File: src/rtl/pmod_button_reader.sv
// pmod_button_reader
// Samples WIDTH buttons/switches from a PMOD header. Each channel is
// synchronised to CLK_48 and debounced on its own. The outputs are clean
// levels, one-cycle press/release pulses, and sticky press flags.
//
// Ports:
//   CLK_48      in   system clock (48 MHz)
//   reset       in   synchronous active-high reset
//   pmod_in     in   [WIDTH] raw asynchronous pin levels
//   clear       in   [WIDTH] write-1-to-clear for press_latch
//   state       out  [WIDTH] debounced level, 1 = pressed
//   pressed     out  [WIDTH] one-cycle pulse on a 0->1 change of state
//   released    out  [WIDTH] one-cycle pulse on a 1->0 change of state
//   press_latch out  [WIDTH] sticky flag, set by pressed, cleared by clear

// Per-channel synchroniser, debouncer and sticky flag.
module pmod_button_chan #(
    parameter int DEBOUNCE_CYCLES = 480000
) (
    input  logic i_clk,
    input  logic i_rst,
    input  logic i_level,     // logical level, 1 = pressed
    input  logic i_clear,
    output logic o_state,
    output logic o_pressed,
    output logic o_released,
    output logic o_latch
);
    localparam int CW = (DEBOUNCE_CYCLES > 2) ? $clog2(DEBOUNCE_CYCLES) : 1;
    localparam logic [CW-1:0] CNT_MAX = CW'(DEBOUNCE_CYCLES - 1);

    logic          r_s1, r_s2;
    logic          r_state;
    logic [CW-1:0] r_cnt;
    logic          r_pressed, r_released, r_latch;

    always_ff @(posedge i_clk) begin
        if (i_rst) begin
            r_s1       <= 1'b0;
            r_s2       <= 1'b0;
            r_state    <= 1'b0;
            r_cnt      <= '0;
            r_pressed  <= 1'b0;
            r_released <= 1'b0;
            r_latch    <= 1'b0;
        end else begin
            r_s1       <= i_level;
            r_s2       <= r_s1;
            r_pressed  <= 1'b0;
            r_released <= 1'b0;

            // Any cycle where the synchronised level agrees with the
            // accepted state restarts the stability count.
            if (r_s2 == r_state) begin
                r_cnt <= '0;
            end else if (r_cnt == CNT_MAX) begin
                r_state    <= r_s2;
                r_cnt      <= '0;
                r_pressed  <= r_s2;
                r_released <= ~r_s2;
            end else begin
                r_cnt <= r_cnt + CW'(1);
            end

            // Set comes from the registered pulse, so it lands one cycle
            // after pressed and beats a clear arriving in that same cycle.
            if (r_pressed)
                r_latch <= 1'b1;
            else if (i_clear)
                r_latch <= 1'b0;
        end
    end

    assign o_state    = r_state;
    assign o_pressed  = r_pressed;
    assign o_released = r_released;
    assign o_latch    = r_latch;
endmodule

module pmod_button_reader #(
    parameter int WIDTH           = 8,
    parameter int DEBOUNCE_CYCLES = 480000,
    parameter int ACTIVE_LOW      = 1
) (
    input  logic             CLK_48,
    input  logic             reset,
    input  logic [WIDTH-1:0] pmod_in,
    input  logic [WIDTH-1:0] clear,
    output logic [WIDTH-1:0] state,
    output logic [WIDTH-1:0] pressed,
    output logic [WIDTH-1:0] released,
    output logic [WIDTH-1:0] press_latch
);
    localparam logic [WIDTH-1:0] POL = (ACTIVE_LOW != 0) ? '1 : '0;

    // Everything past this point works on logical levels (1 = pressed).
    logic [WIDTH-1:0] w_level;
    assign w_level = pmod_in ^ POL;

    for (genvar g = 0; g < WIDTH; g++) begin : g_ch
        pmod_button_chan #(
            .DEBOUNCE_CYCLES(DEBOUNCE_CYCLES)
        ) u_ch (
            .i_clk     (CLK_48),
            .i_rst     (reset),
            .i_level   (w_level[g]),
            .i_clear   (clear[g]),
            .o_state   (state[g]),
            .o_pressed (pressed[g]),
            .o_released(released[g]),
            .o_latch   (press_latch[g])
        );
    end
endmodule
File: config.mk
export PLATFORM = sky130hd
export DESIGN_NAME = pmod_button_reader
export DESIGN_NICKNAME = d
export VERILOG_FILES = /design/src/rtl/pmod_button_reader.sv
export SDC_FILE = /design/constraint.sdc
export NUM_CORES = 1
export LEC_CHECK = 0
export CAP_MARGIN = 20
export CORE_MARGIN = 2
export CORE_UTILIZATION = 40
export CTS_BUF_LIST = sky130_fd_sc_hd__clkbuf_4 sky130_fd_sc_hd__clkbuf_8
export DETAILED_ROUTE_END_ITERATION = 16
export GPL_ROUTABILITY_DRIVEN = 0
export GPL_TIMING_DRIVEN = 0
export SLEW_MARGIN = 25
export SYNTH_ARGS = -nofsm -noshare
export SYNTH_HDL_FRONTEND = slang
export SYNTH_SLANG_ARGS = --single-unit
export TNS_END_PERCENT = 30
File: constraint.sdc
create_clock -name CLK_48 -period 2.52 [get_ports CLK_48]
set_input_delay 0.252 -clock CLK_48 [delete_from_list [all_inputs] [get_ports CLK_48]]
set_output_delay 0.252 -clock CLK_48 [all_outputs]
set_load 0.05 [all_outputs]
* Word level (Yosys, flattened, before mapping)
Cells that the tools add are included.
Storage, ports and cells: bits in registers 200, latch bits 0, memory bits (writable) 0, bits in read-only memories 0, bits of input ports 18, word-level logic and storage cells 153, memories 0
Operators by class: $add $sub $neg 8, $mul 0, divide/modulo/power cells 0, order comparisons 0, equal/unequal tests 16, shift-type cells 0, mux-type cells 16, bitwise logic cells 25, reductions and logical operators 32
Operator list (number):
- adder 19 x 1 -> 19 bit (second input constant) | 8
- == test 19 bit (second input constant) | 8
- OR reduction 3 bit | 16
- NOT 1 bit | 24
- two-way mux 1 bit | 16
- AND reduction 2 bit | 8
- nonzero test 2 bit | 8
- == test 1 bit | 8
- NOT 8 bit | 1

* Logic depth before layout (Yosys ltp)
Gate-level depths: netlist of the first run.
word-level depth 3, gate-level depth with buffers 7, gate-level depth less buffers 5

* Modules after synthesis
A second synthesis of the first run with hierarchy kept.
Unflattened totals: cells, all modules 1003, area total of the unflattened synthesis 9034.9 µm²
By module, submodules not included:
- pmod_button_chan (g_ch[0].u_ch ...) | times used 7, cells each 125, area an instance 1129.8 µm²
- pmod_button_chan (g_ch[7].u_ch) | times used 1, cells each 120, area an instance 1096.1 µm²
- pmod_button_reader | times used 1, cells each 8, area an instance 30.0 µm²

* Least setup slack after synthesis of the first run
OpenSTA, ideal clock, no wires.
kind reg2reg, start register g_ch[4].u_ch.r_cnt[0], end register g_ch[4].u_ch.r_cnt[18], setup time 71 ps, arrival 1929 ps, required time 2449 ps, slack 520 ps, stages on the path, launching flop included 8, path buffers 2, clock period less this slack 2000 ps, cells stage by stage dfxtp_1 > ha_1 > buf_2 > nand2_1 > or4_1 > clkbuf_1 > or4_1 > a21oi_1
On the way: cells in the longest elaborated chain, start to end 2, elaborated cells between the ends (all ways) 3
RTL lines:
- start: declaration | line 34 | logic [CW-1:0] r_cnt;
- start signal: assignment | line 62 | r_cnt <= r_cnt + CW'(1);
- branches (longest 2 deep; another with adder 19 x 1 -> 19 bit)
Parallel ways; which one is timed is not known. A chain may end at the register's enable or synchronous reset.

* Worst setup path in the final report of the first run
start register g_ch[1].u_ch.r_cnt[4], end register g_ch[1].u_ch.r_cnt[11]
On the way: cells in the longest elaborated chain, start to end 2, elaborated cells between the ends (all ways) 3
RTL lines (line):
- start: declaration | 34
- start signal: assignment | 62
- branches (longest 2 deep; another with adder 19 x 1 -> 19 bit)
Parallel ways; which one is timed is not known.

==> metrics.md, run 1 <==
| Metric | Value |
|---|---|
| DR vias | `6751` |
| Final HPWL DP | `around 12000 um` |
| Yosys cell types | `47` |
| Post-Place Worst Slack | `0.166 ns` |
| CTS clk-pin slew, worst paths | `0.10 ns` |
| Worst-Skew Late Latency | `about 0.45 ns` |
| Global-route wire length before repair | `29200 um` |
| Final Max Slew Viols | `0` |
| Max Freq | `444 MHz` |
| Vias per cell | `5.05` |
| IO buf count | `48` |
| Worst Skew | `0.0134 ns` |
| Arr. time, crit path | `2.59 ns` |
| Ports | `50` |
| Lkg Pwr | `3.07 nW` |
| Post-Route Setup TNS | `0 ns` |
| Hold Path End | `g_ch[0].u_ch.r_s1` |
| Clock buffer depth | `2` |
| Residual DRC | `0` |
| Syn Std Cell Area | `~8700 um2` |
| Flop-to-flop setup slack | `0.27 ns` |
| Cts bufs inserted | `17` |
| Worst setup SP type | `register` |
| Final total power | `0.00538 W` |
| Worst hold path class | `in2reg` |
| Placed cell count | `~1300` |
| Vias in the first global route | `6213` |
| Final Hold Fails | `0` |
| Core Area | `21200 um2` |
| Critical path required time | `approximately 2.9 ns` |
| Number of synthesized flops with an enable pin | `0` |
| Flops & latches, synth | `200` |
| Die height | `between 150 and 200 um` |
| Post-synthesis sequential area ratio | `0.462` |
| Top cells by area, synth | `dfxtp_1 (46%), nor2_1 (6.5%), xnor2_1 (6.0%)` |
| Pwr per Cell Area | `542 nW/um2` |
| Hold Buf Count CTS | `0` |
| Iteration-0 DRC Markers | `263` |
| Root Buffer Master | `clkbuf_8` |
| Slew margin rel. | `0.450` |
| Largest net degree at the start of global routing | `17` |
| Reg2reg start | `g_ch[1].u_ch.r_cnt[4]` |
| WL per Instance | `12.8 um` |
| Max Cap Viol | `0` |
| Asr flop ratio synth | `0` |
| Post-Syn Nets | `1011` |
| Final worst-path cycle share | `0.895` |
| Area of the multi-input gates | `4220 um2` |
| Reg-to-reg endpoint | `g_ch[1].u_ch.r_cnt[11]` |
| Ys Warns | `0` |
| Total track usage | `0.157` |
| Setup bufs post-CTS | `0` |
| CTS tree | `yes` |
| H-tree Lvls | `4` |
| Crit Path Max Fanout | `10` |
| Antenna Nets Post-Route | `0` |
| # clock sinks | `200` |
| Fillers | `2105` |
| Routed Wire Length | `17100 um` |
| Ant diodes | `0` |
| Die X | `151 um` |
| RSZ-0062 raised after global routing | `false` |
| Final setup fails | `0` |
| Layout area overhead | `14.6%` |
| FF+latch area | `4000 um2` |
| Crit. End Element | `register` |
| DRT Pass-1 Iters | `5` |
| Initial antenna violation count | `0` |
| Die ar. | `22800 um2` |
| Synth Flop Type | `dfxtp_1` |
| # nets final | `1078` |
| Layout cells sized above 1 | `0.0837` |
| Max VDD drop | `0.310 mV` |
| Post-synth top cells | `dfxtp_1 (200), nor2_1 (150), xnor2_1 (59)` |
| Final cell count without fillers | `1338` |
| Initial core utilization | `0.409` |
| Status | `completed` |
| Slack of the critical path | `0.265 ns` |
| Post-Syn Instances | `985` |
| Crit Path Category | `reg2reg` |
| Yosys top cell area share | `0.462` |
| Avg Cell Area, Syn | `between 8 and 9 um2` |
| Cell row count | `53` |
| Period minus WS final | `2.25 ns` |
| Worst-Margin Slew | `0.825 ns` |
| R2r worst-path depth | `6` |
| Remaining global-route overflow | `0` |
| Hold path start | `pmod_in[0]` |
| Hold path cells | `2` |
| Cell accounting for the most synthesized area | `dfxtp_1` |
| Most frequent cell after synthesis | `dfxtp_1` |
[flip-flops by register name (all words and copies together) (netlist names)]
| name | flops |
|---|---|
| g_ch.u_ch.r_s1 | 8 |
| g_ch.u_ch.o_latch | 8 |
| g_ch.u_ch.o_state | 8 |
| g_ch.u_ch.r_s2 | 8 |
| g_ch.u_ch.o_released | 8 |
| g_ch.u_ch.o_pressed | 8 |
| g_ch.u_ch.r_cnt | 152 |
[metal layers]
metal  vias up  share of wire  GRT usage
li1       3553              -          -
met1      3110           0.51      0.212
met2        78           0.45      0.258
met3        10          0.030     0.0340
met4         0         0.0064     0.0364
met5         -              0          0
[area by class of cell]
| cell class | instances | share of cell area |
|---|---|---|
| Buffer | 57 | 0.0354 |
| Clock inverter | 6 | 0.00895 |
| Tap cell | 275 | 0.0347 |
| Inverter | 31 | 0.0117 |
| Clock buffer | 24 | 0.0327 |
| Timing Repair Buffer | 48 | 0.0484 |
| Sequential cell | 200 | 0.403 |
| Multi-Input combinational cell | 697 | 0.425 |
[placed cells by master (no fill, tap or decap), types with 5 or more instances in the layout]
cell and count:
nor4_1 26, or3_1 28, dfxtp_1 200, buf_4 35
ha_1 8, and4_1 13, nor2_1 150, inv_1 31
nor2b_1 10, and3_1 13, nand2b_1 13, nor3_1 25
a21oi_1 48, xnor2_1 59, nand2_1 53, o21ai_0 23
nand3_1 50, clkbuf_1 17, xor2_1 51, buf_2 5
nand4_1 49, or4_1 22, clkbuf_8 23, o31ai_1 10
clkdlybuf4s50_1 48
[power breakdown]
part	total [W]	internal (W)	switching, W
Combinational	0.000101	0.0000419	0.0000594
Sequential	0.00318	0.00317	0.00000965
Clock	0.00209	0.00104	0.00105
Total	0.00538	0.00426	0.00112
[metrics by stage]
stage	cell area (um2)	hold slack [ns]	util
final	9920	0.316	0.469
after global routing	9920	0.289	0.469
after CTS	9900	0.277	0.468
after detailed placement	9490	0.425	0.448
after global placement	9490	0.418	0.448
after floorplan	8660	0.319	-
[repair_timing]
| item | in CTS | in global routing |
|---|---|---|
| hold endpoints to repair | 0 | 0 |
| endpoints found under the setup margin | 0 | 19 |
| gates resized for setup | 0 | 3 |
[how the worst max path moves through the flow]
stage                               start                endpoint  slack, ns  cells after the start
floorplan           g_ch[4].u_ch.r_cnt[0]  g_ch[4].u_ch.r_cnt[18]       0.52                      7
global placement    g_ch[4].u_ch.r_cnt[0]   g_ch[4].u_ch.r_cnt[4]       0.09                      6
detailed placement  g_ch[4].u_ch.r_cnt[0]   g_ch[4].u_ch.r_cnt[8]       0.17                      6
CTS                 g_ch[7].u_ch.r_cnt[0]  g_ch[7].u_ch.r_cnt[13]       0.14                      6
global route        g_ch[6].u_ch.r_cnt[0]   g_ch[6].u_ch.r_cnt[8]       0.03                      6
finish              g_ch[1].u_ch.r_cnt[4]  g_ch[1].u_ch.r_cnt[11]       0.27                      6
[critical path: stages, from the launching register on]
cell and delay [ns]:
dfxtp_1 0.42, nand4_1 0.37, or2_2 0.43, clkbuf_1 0.17, o21ai_2 0.43, buf_4 0.26
nor2_1 0.06
[logic make-up (layout without fill, tap and decap cells)]
kind of cell	count (synthesis)	in the layout	synth area share
muxes	2	2	0.00231
xor gates and xnor gates	110	110	0.111
and+or+nand+nor	484	484	0.295
adders and majority gates	8	8	0.0116
AOI/OAI and AO/OA	93	93	0.0637
DFF	200	200	0.462
buffers and inverters	88	166	0.0540
(Power assumes the default switching activity.)
==> inputs of run 2 (changes only) <==
--- a/config.mk
+++ b/config.mk
@@ -6,6 +6,7 @@
 export NUM_CORES = 1
 export LEC_CHECK = 0
 export CAP_MARGIN = 20
+export CORE_ASPECT_RATIO = 0.9
 export CORE_MARGIN = 2
 export CORE_UTILIZATION = 40
 export CTS_BUF_LIST = sky130_fd_sc_hd__clkbuf_4 sky130_fd_sc_hd__clkbuf_8
==> run 2 against run 1 <==
Cell area increased by 0.10%. First-iteration DRC count increased by 55%. Die area about the same. Via count increased by 0.68%. Fmax decreased by 0.81%. Worst hold slack got worse by 0.020 ns. Critical path depth unchanged. Clock skew decreased by 0.0012 ns. Global-route usage decreased by 0.45 points. Critical path type unchanged.
==> metrics.md, run 2 (synthesis results as in run 1) <==
| Metric | Value |
|---|---|
| Placed cell count | `1324` |
| CTS tree | `yes` |
| Die X | `159 um` |
| DRT Pass-1 Iters | `7` |
| Period minus WS final | `between 2 and 2.5 ns` |
| Largest net degree at the start of global routing | `18` |
| Final Hold Fails | `0` |
| Slew margin rel. | `0.531` |
| Worst Skew | `~0.012 ns` |
| Die height | `144 um` |
| DR vias | `6797` |
| Worst hold path class | `in2reg` |
| Cts bufs inserted | `17` |
| Commonest non-fill, non-tap cell in the layout | `dfxtp_1` |
| Most frequent cells in the layout | `dfxtp_1 (200), nor2_1 (150), xnor2_1 (59)` |
| Biggest register | `g_ch.u_ch.r_cnt` |
| IO buf count | `between 40 and 50` |
| Final worst-path cycle share | `0.902` |
| Final Max Slew Viols | `0` |
| Post-Route Setup TNS | `0 ns` |
| Setup bufs post-CTS | `0` |
| Pwr per Cell Area | `540 nW/um2` |
| Arr. time, crit path | `2.60 ns` |
| Critical path, cell by cell | `ha_1, and3_1, nand4_1, o31ai_4, clkbuf_1, nor2_1` |
| Vias per cell | `5.02` |
| Crit Path Category | `reg2reg` |
| WL per Instance | `~13 um` |
| Core Area | `21400 um2` |
| Remaining global-route overflow | `0` |
| Final setup fails | `0` |
| Crit. End Element | `register` |
| Hold_ws | `0.297 ns` |
| Status | `completed` |
| Cell row count | `51` |
| Max Freq | `between 400 and 500 MHz` |
| # clock sinks | `200` |
| # nets final | `1078` |
| Root Buffer Master | `clkbuf_8` |
| DP Area | `9510 um2` |
| CTS clk-pin slew, worst paths | `0.10 ns` |
| Layout area overhead | `14.7%` |
| Final cell count without fillers | `about 1400` |
| RSZ-0062 raised after global routing | `false` |
| Crit Path Max Fanout | `10` |
| Max Cap Viol | `0` |
| Max reg flops | `152` |
| Finished Cell Area | `approximately 10000 um2` |
| CP peak stage delay | `0.51 ns` |
| Ports | `50` |
| Worst-Skew Late Latency | `0.46 ns` |
| Total track usage | `0.153` |
| Iteration-0 DRC Markers | `407` |
| Crit-path leading delay family | `simple AND/OR/NAND/NOR gates` |
| Worst setup SP type | `register` |
| Vias in the first global route | `6139` |
| Clock buffer depth | `2` |
| Slowest stage cell, crit path | `o31ai_4` |
| Global-route wire length before repair | `28900 um` |
| Residual DRC | `0` |
| Max VDD drop | `0.288 mV` |
| Initial antenna violation count | `0` |
| Ant diodes | `0` |
| Final total power | `0.00536 W` |
| Worst-Margin Slew | `0.703 ns` |
| Layout cells sized above 1 | `0.0846` |
| Fillers | `approximately 2100` |
| Antenna Nets Post-Route | `0` |
| Hold Buf Count CTS | `0` |
| Critical path required time | `2.85 ns` |
| H-tree Lvls | `4` |
| Die ar. | `22800 um2` |
| Post-CTS sizing | `0` |
| Lkg Pwr | `3.06 nW` |
| CP bufs+invs | `1` |
| Final HPWL DP | `12100 um` |
| Initial core utilization | `0.404` |
| Routed Wire Length | `between 15000 and 20000 um` |
## run 2: cell count changes in the layout (fill, tap and decap cells not counted)
cell | previous run | this run
clkbuf_8 | 23 | 19
inv_6 | 0 | 4
clkbuf_4 | 1 | 0
clkinv_4 | 1 | 3
## run 2: routing by layer
layer  wire length (um)  vias to the layer above  track usage
li1                   -                     3555            -
met1               8870                     3164        0.205
met2               7690                       66        0.246
met3                431                       12       0.0329
met4                235                        0       0.0517
met5                  0                        -            0
## run 2: worst paths after layout
path	cells past startpoint	slack [ns]	startpoint	end
worst max-delay path	6	0.25	g_ch[2].u_ch.r_cnt[0]	g_ch[2].u_ch.r_cnt[11]
worst min-delay path	2	0.30	pmod_in[7]	g_ch[7].u_ch.r_s1
worst max register to register	6	0.25	g_ch[2].u_ch.r_cnt[0]	g_ch[2].u_ch.r_cnt[11]
worst min register to register	1	0.43	g_ch[6].u_ch.r_s1	g_ch[6].u_ch.r_s2
## run 2: where the power goes
group | internal (W) | switching, W | leakage (nW)
combinational | 0.0000419 | 0.0000552 | 1.25
sequential | 0.00317 | 0.00000922 | 1.61
clock | 0.000946 | 0.00113 | 0.200
total | 0.00416 | 0.00120 | 3.06
## run 2: cell type report
cell class | count | area, um2 | area share
Timing Repair Buffer | 48 | 480 | 0.0484
Inverter | 31 | 116 | 0.0117
Multi-Input combinational cell | 697 | 4220 | 0.424
Buffer | 57 | 352 | 0.0354
Tap cell | 291 | 364 | 0.0366
Clock inverter | 12 | 141 | 0.0142
Sequential cell | 200 | 4000 | 0.403
Clock buffer | 19 | 262 | 0.0263
## run 2: per-stage QoR
stage / worst slack (ns) / utilization
global placement: 0.0828 / 0.443
CTS: 0.0620 / 0.462
global route: 0.0130 / 0.463
floorplan: 0.520 / -
finish: 0.247 / 0.463
detailed placement: 0.0733 / 0.443
==> variant 1 (settings of run 1) <==
Add an input register stage for `clear`, without a reset; this delays it by one clock. The other inputs are not delayed to match. Comments in the files are not updated.
--- a/src/rtl/pmod_button_reader.sv
+++ b/src/rtl/pmod_button_reader.sv
@@ -95,2 +95,8 @@
 
+    logic [WIDTH-1:0] clear_q;
+
+    always_ff @(posedge CLK_48) begin
+        clear_q <= clear;
+    end
+
     // Everything past this point works on logical levels (1 = pressed).
@@ -106,3 +112,3 @@
             .i_level   (w_level[g]),
-            .i_clear   (clear[g]),
+            .i_clear   (clear_q[g]),
             .o_state   (state[g]),
Formal check against the unedited RTL: no difference found for any inputs over 10 cycles, from zero or initial values and one cycle with reset high; that may be too few to reach the edited logic, so the function may still have changed.
==> variant 1 against run 1 <==
Combinational power barely moved; hold slack lost 0.14 ns; utilization grew 1.1 points; power grew 21%; largest cell class unchanged; design area up 4.9%; wire length rose by 2.6%; sequential cell count is 8 higher; area after synthesis rose by 1.7%; setup slack gained 0.011 ns; clock skew grew 0.0049 ns.
==> variant 1: results (changes against run 1) <==
metric;value;unit;change
outcome;finished, final reports clean;;
Comb pwr share;1.6;%;-0.3 points
initial DRC count;253;;-3.8%
routed vias;6847;;+1.4%
Multi-input gate area;4198;sq um;-0.42%
register area share after synthesis;47.26;%;+1.0 points
# rows;54;;+1.9%
Commonest cells post-synth;dfxtp_1 (208), nor2_1 (151), xnor2_1 (70);;
CP arrival;2.62;ns;+0.03 ns
beginning of the critical path;g_ch[7].u_ch.r_cnt[0]$_SDFF_PP0_;;
clock slew at reported path FFs;0.06;ns;-0.04 ns
net count of the mapped netlist;1010;;-0.099%
drt pass-1 iters;4;;-1
critical path's slowest cell;clkbuf_1;;
Total Power Consumption;6514;uW;+21%
largest net degree at the start of global routing;11;;-6
Placed Area;9652;sq um;+1.7%
Peak VDD IR;0.4942;mV;+59%
first-pass GRT wire length;29860;microns;+2.4%
CP peak stage delay;0.41;ns;-0.02 ns
Non-clk bufs;108;;+2.9%
vias per cell;4.976;;-1.4%
clk_lat worst skew;0.52;ns;+0.07 ns
pwr dens;625.5;nW/um^2;+15%
pre-CTS WS;-0.3452;ns;-0.5110 ns
multi-input gates;686;;-1.6%
layout cells sized above 1;11.77;%;+3.4 points
Flop pwr share;51.1;%;-8.1 points
CTS buffer count;37;;+20
FF+latch count;208;;+4.0%
Post-Syn Instances;984;;-0.10%
PortBufs;49;;+2.1%
H-tree level count;2;;-2
Longest Clk Path Bufs;3;;+1
placed insts;1313;;+0.38%
Seq area share;39.99;%;-0.36 points
non-clk buf share;8.146;%;-0.24 points
[variant 1: cells by family (layout without fill, tap and decap cells)]
logic type                 after synthesis  count (layout)  share of synthesized area, %
DFF                                    208             208                         47.26
muxes                                    4               4                        0.4544
and+or+nand+nor                        475             475                         28.95
adders and majority gates                8               8                         1.136
AOI/OAI and AO/OA                       88              88                         5.794
xor gates and xnor gates               111             111                         11.03
buffers and inverters                   90             202                         5.368
[variant 1: metal layers]
| layer | wire [microns] | track usage [%] |
|---|---|---|
| met5 | 0 | 0 |
| met1 | 8783 | 20.02 |
| met2 | 7598 | 24.28 |
| met3 | 710 | 3.385 |
| met4 | 472 | 5.688 |
[variant 1: worst paths after layout]
path	end	slack, ns	cells after the start
max	g_ch[7].u_ch.r_cnt[10]$_SDFF_PP0_	0.28	7
min	clear_q[0]$_DFF_P_	0.17	1
max reg2reg	g_ch[7].u_ch.r_cnt[10]$_SDFF_PP0_	0.28	7
min reg2reg	g_ch[6].u_ch.r_s2$_SDFF_PP0_	0.44	1
==> variant 2 (settings of run 1) <==
Made on the original files. Set the parameter `WIDTH` to 9 (it was 8).
--- a/src/rtl/pmod_button_reader.sv
+++ b/src/rtl/pmod_button_reader.sv
@@ -80,3 +80,3 @@
 module pmod_button_reader #(
-    parameter int WIDTH           = 8,
+    parameter int WIDTH           = 9,
     parameter int DEBOUNCE_CYCLES = 480000,
Ports: changed (6 resized); port bits go from 50 to 56. The function was not compared with the original's and may differ.
==> variant 2 against run 1 <==
Synthesized cell count increased by 12%; power increased by 36%; wire length increased by 15%; setup slack got worse by 0.0033 ns; design area increased by 17%; sequential cell count increased by 25; area after synthesis increased by 12%; highest routed layer unchanged.
==> variant 2: results (changes against run 1) <==
metric;value;unit;change
worst setup path end;g_ch[8].u_ch.r_cnt[11]$_SDFF_PP0_;;
CP peak stage delay;0.55;ns;+0.12 ns
Multi-input gate area;4726;sq um;+12%
Peak VDD IR;0.3947;mV;+27%
CP arrival;2.67;ns;+0.08 ns
Worst Hold Launch;pmod_in[8];;
nets;1227;;+14%
root buffer selected by CTS;clkbuf_8;;
dpl hpwl;13330;microns;+12%
met3 usage;3.481;%;+0.077 points
clk_buf instances;64;;+170%
largest cells by area after synthesis;dfxtp_1 (46%), nor2_1 (5.9%), xor2_1 (5.6%);;
Critical R2R Launch;g_ch[8].u_ch.r_cnt[0]$_SDFF_PP0_;;
Non-clk bufs;118;;+12%
Metal-1 WL;9821;microns;+13%
Commonest cells post-synth;dfxtp_1 (225), nor2_1 (152), nand3_1 (67);;
initial DRC count;300;;+14%
met1 usage;20.44;%;-0.80 points
Inverters, non-clock;34;;+9.7%
P_int;5746;uW;+35%
met3 wire length;863;microns;+69%
all-layer global routing usage;15.51;%;-0.22 points
ys flop type;dfxtp_1;;
cell count of the worst hold path;2;;unchanged
outcome;finished, final reports clean;;
Leak;0.003749;uW;+22%
Comb pwr share;1.5;%;-0.4 points
Clock Network Area Fraction;7.471;%;+3.3 points
clk_lat worst skew;0.53;ns;+0.08 ns
clock slew at reported path FFs;0.06;ns;-0.04 ns
Clock Sinks;225;;+13%
clock skew;0.01989;ns;+0.006538 ns
Slew HR;50.32;%;+5.3 points
Synth Warn #;0;;unchanged
multi-input gates;780;;+12%
net count of the mapped netlist;1131;;+12%
vias per cell;5.003;;-0.84%
worst hold margin;0.2181;ns;-0.09829 ns
# Post-CTS Setup Buffers;0;;unchanged
first-pass GRT wire length;34070;microns;+17%
critical path's slowest cell;o21bai_1;;
Largest Register;g_ch.u_ch.r_cnt;;
met2 WL;8619;microns;+11%
Sequential Power;3590;uW;+13%
met2 Usage GRT;25.36;%;-0.45 points
library cells used by synthesis;48;;+2.1%
filler instances;2390;;+14%
Seq area share;38.92;%;-1.4 points
PortBufs;55;;+15%
largest net degree at the start of global routing;11;;-6
Hold EP;g_ch[8].u_ch.r_s1$_SDFF_PP0_;;
vias in the first global route;7325;;+18%
layout cells sized above 1;11.41;%;+3.0 points
max reg flops;171;;+13%
register area share after synthesis;46.26;%;about the same
final wirelength;19710;microns;+15%
H-tree level count;2;;-2
Longest Clk Path Bufs;3;;+1
non-clk buf share;8.163;%;-0.22 points
CTS buffer count;39;;+22
==> variant 2: changes by cell type in the layout (fill, tap and decap cells not counted), moves of 11 or more <==
cell	run 1	this run
nand3_1	50	67
dfxtp_1	200	225
a21oi_1	48	59
clkbuf_4	1	12
xor2_1	51	62
clkbuf_8	23	52
and3_1	13	27
==> variant 2: metrics by stage <==
step	area [sq um]	instances	setup WS (ns)	total power, uW
2_1_floorplan	9737	1102	0.5612	3715
3_3_place_gp	10690	1481	0.05672	3776
3_5_place_dp	10690	1481	0.05859	3776
4_1_cts	11560	1551	0.04690	7409
5_1_grt	11570	1551	0.004974	7591
6_report	11570	1551	0.2619	7286
==> variant 2: cells by family after synthesis <==
group,after synthesis,synth area share [%]
flip-flops,225,46.26
buffers and inverters,97,5.358
XOR/XNOR,118,10.61
adder cells (fa/ha/maj),9,1.157
AO/OA/AOI/OAI,121,7.389
AND/OR/NAND/NOR,532,29.22
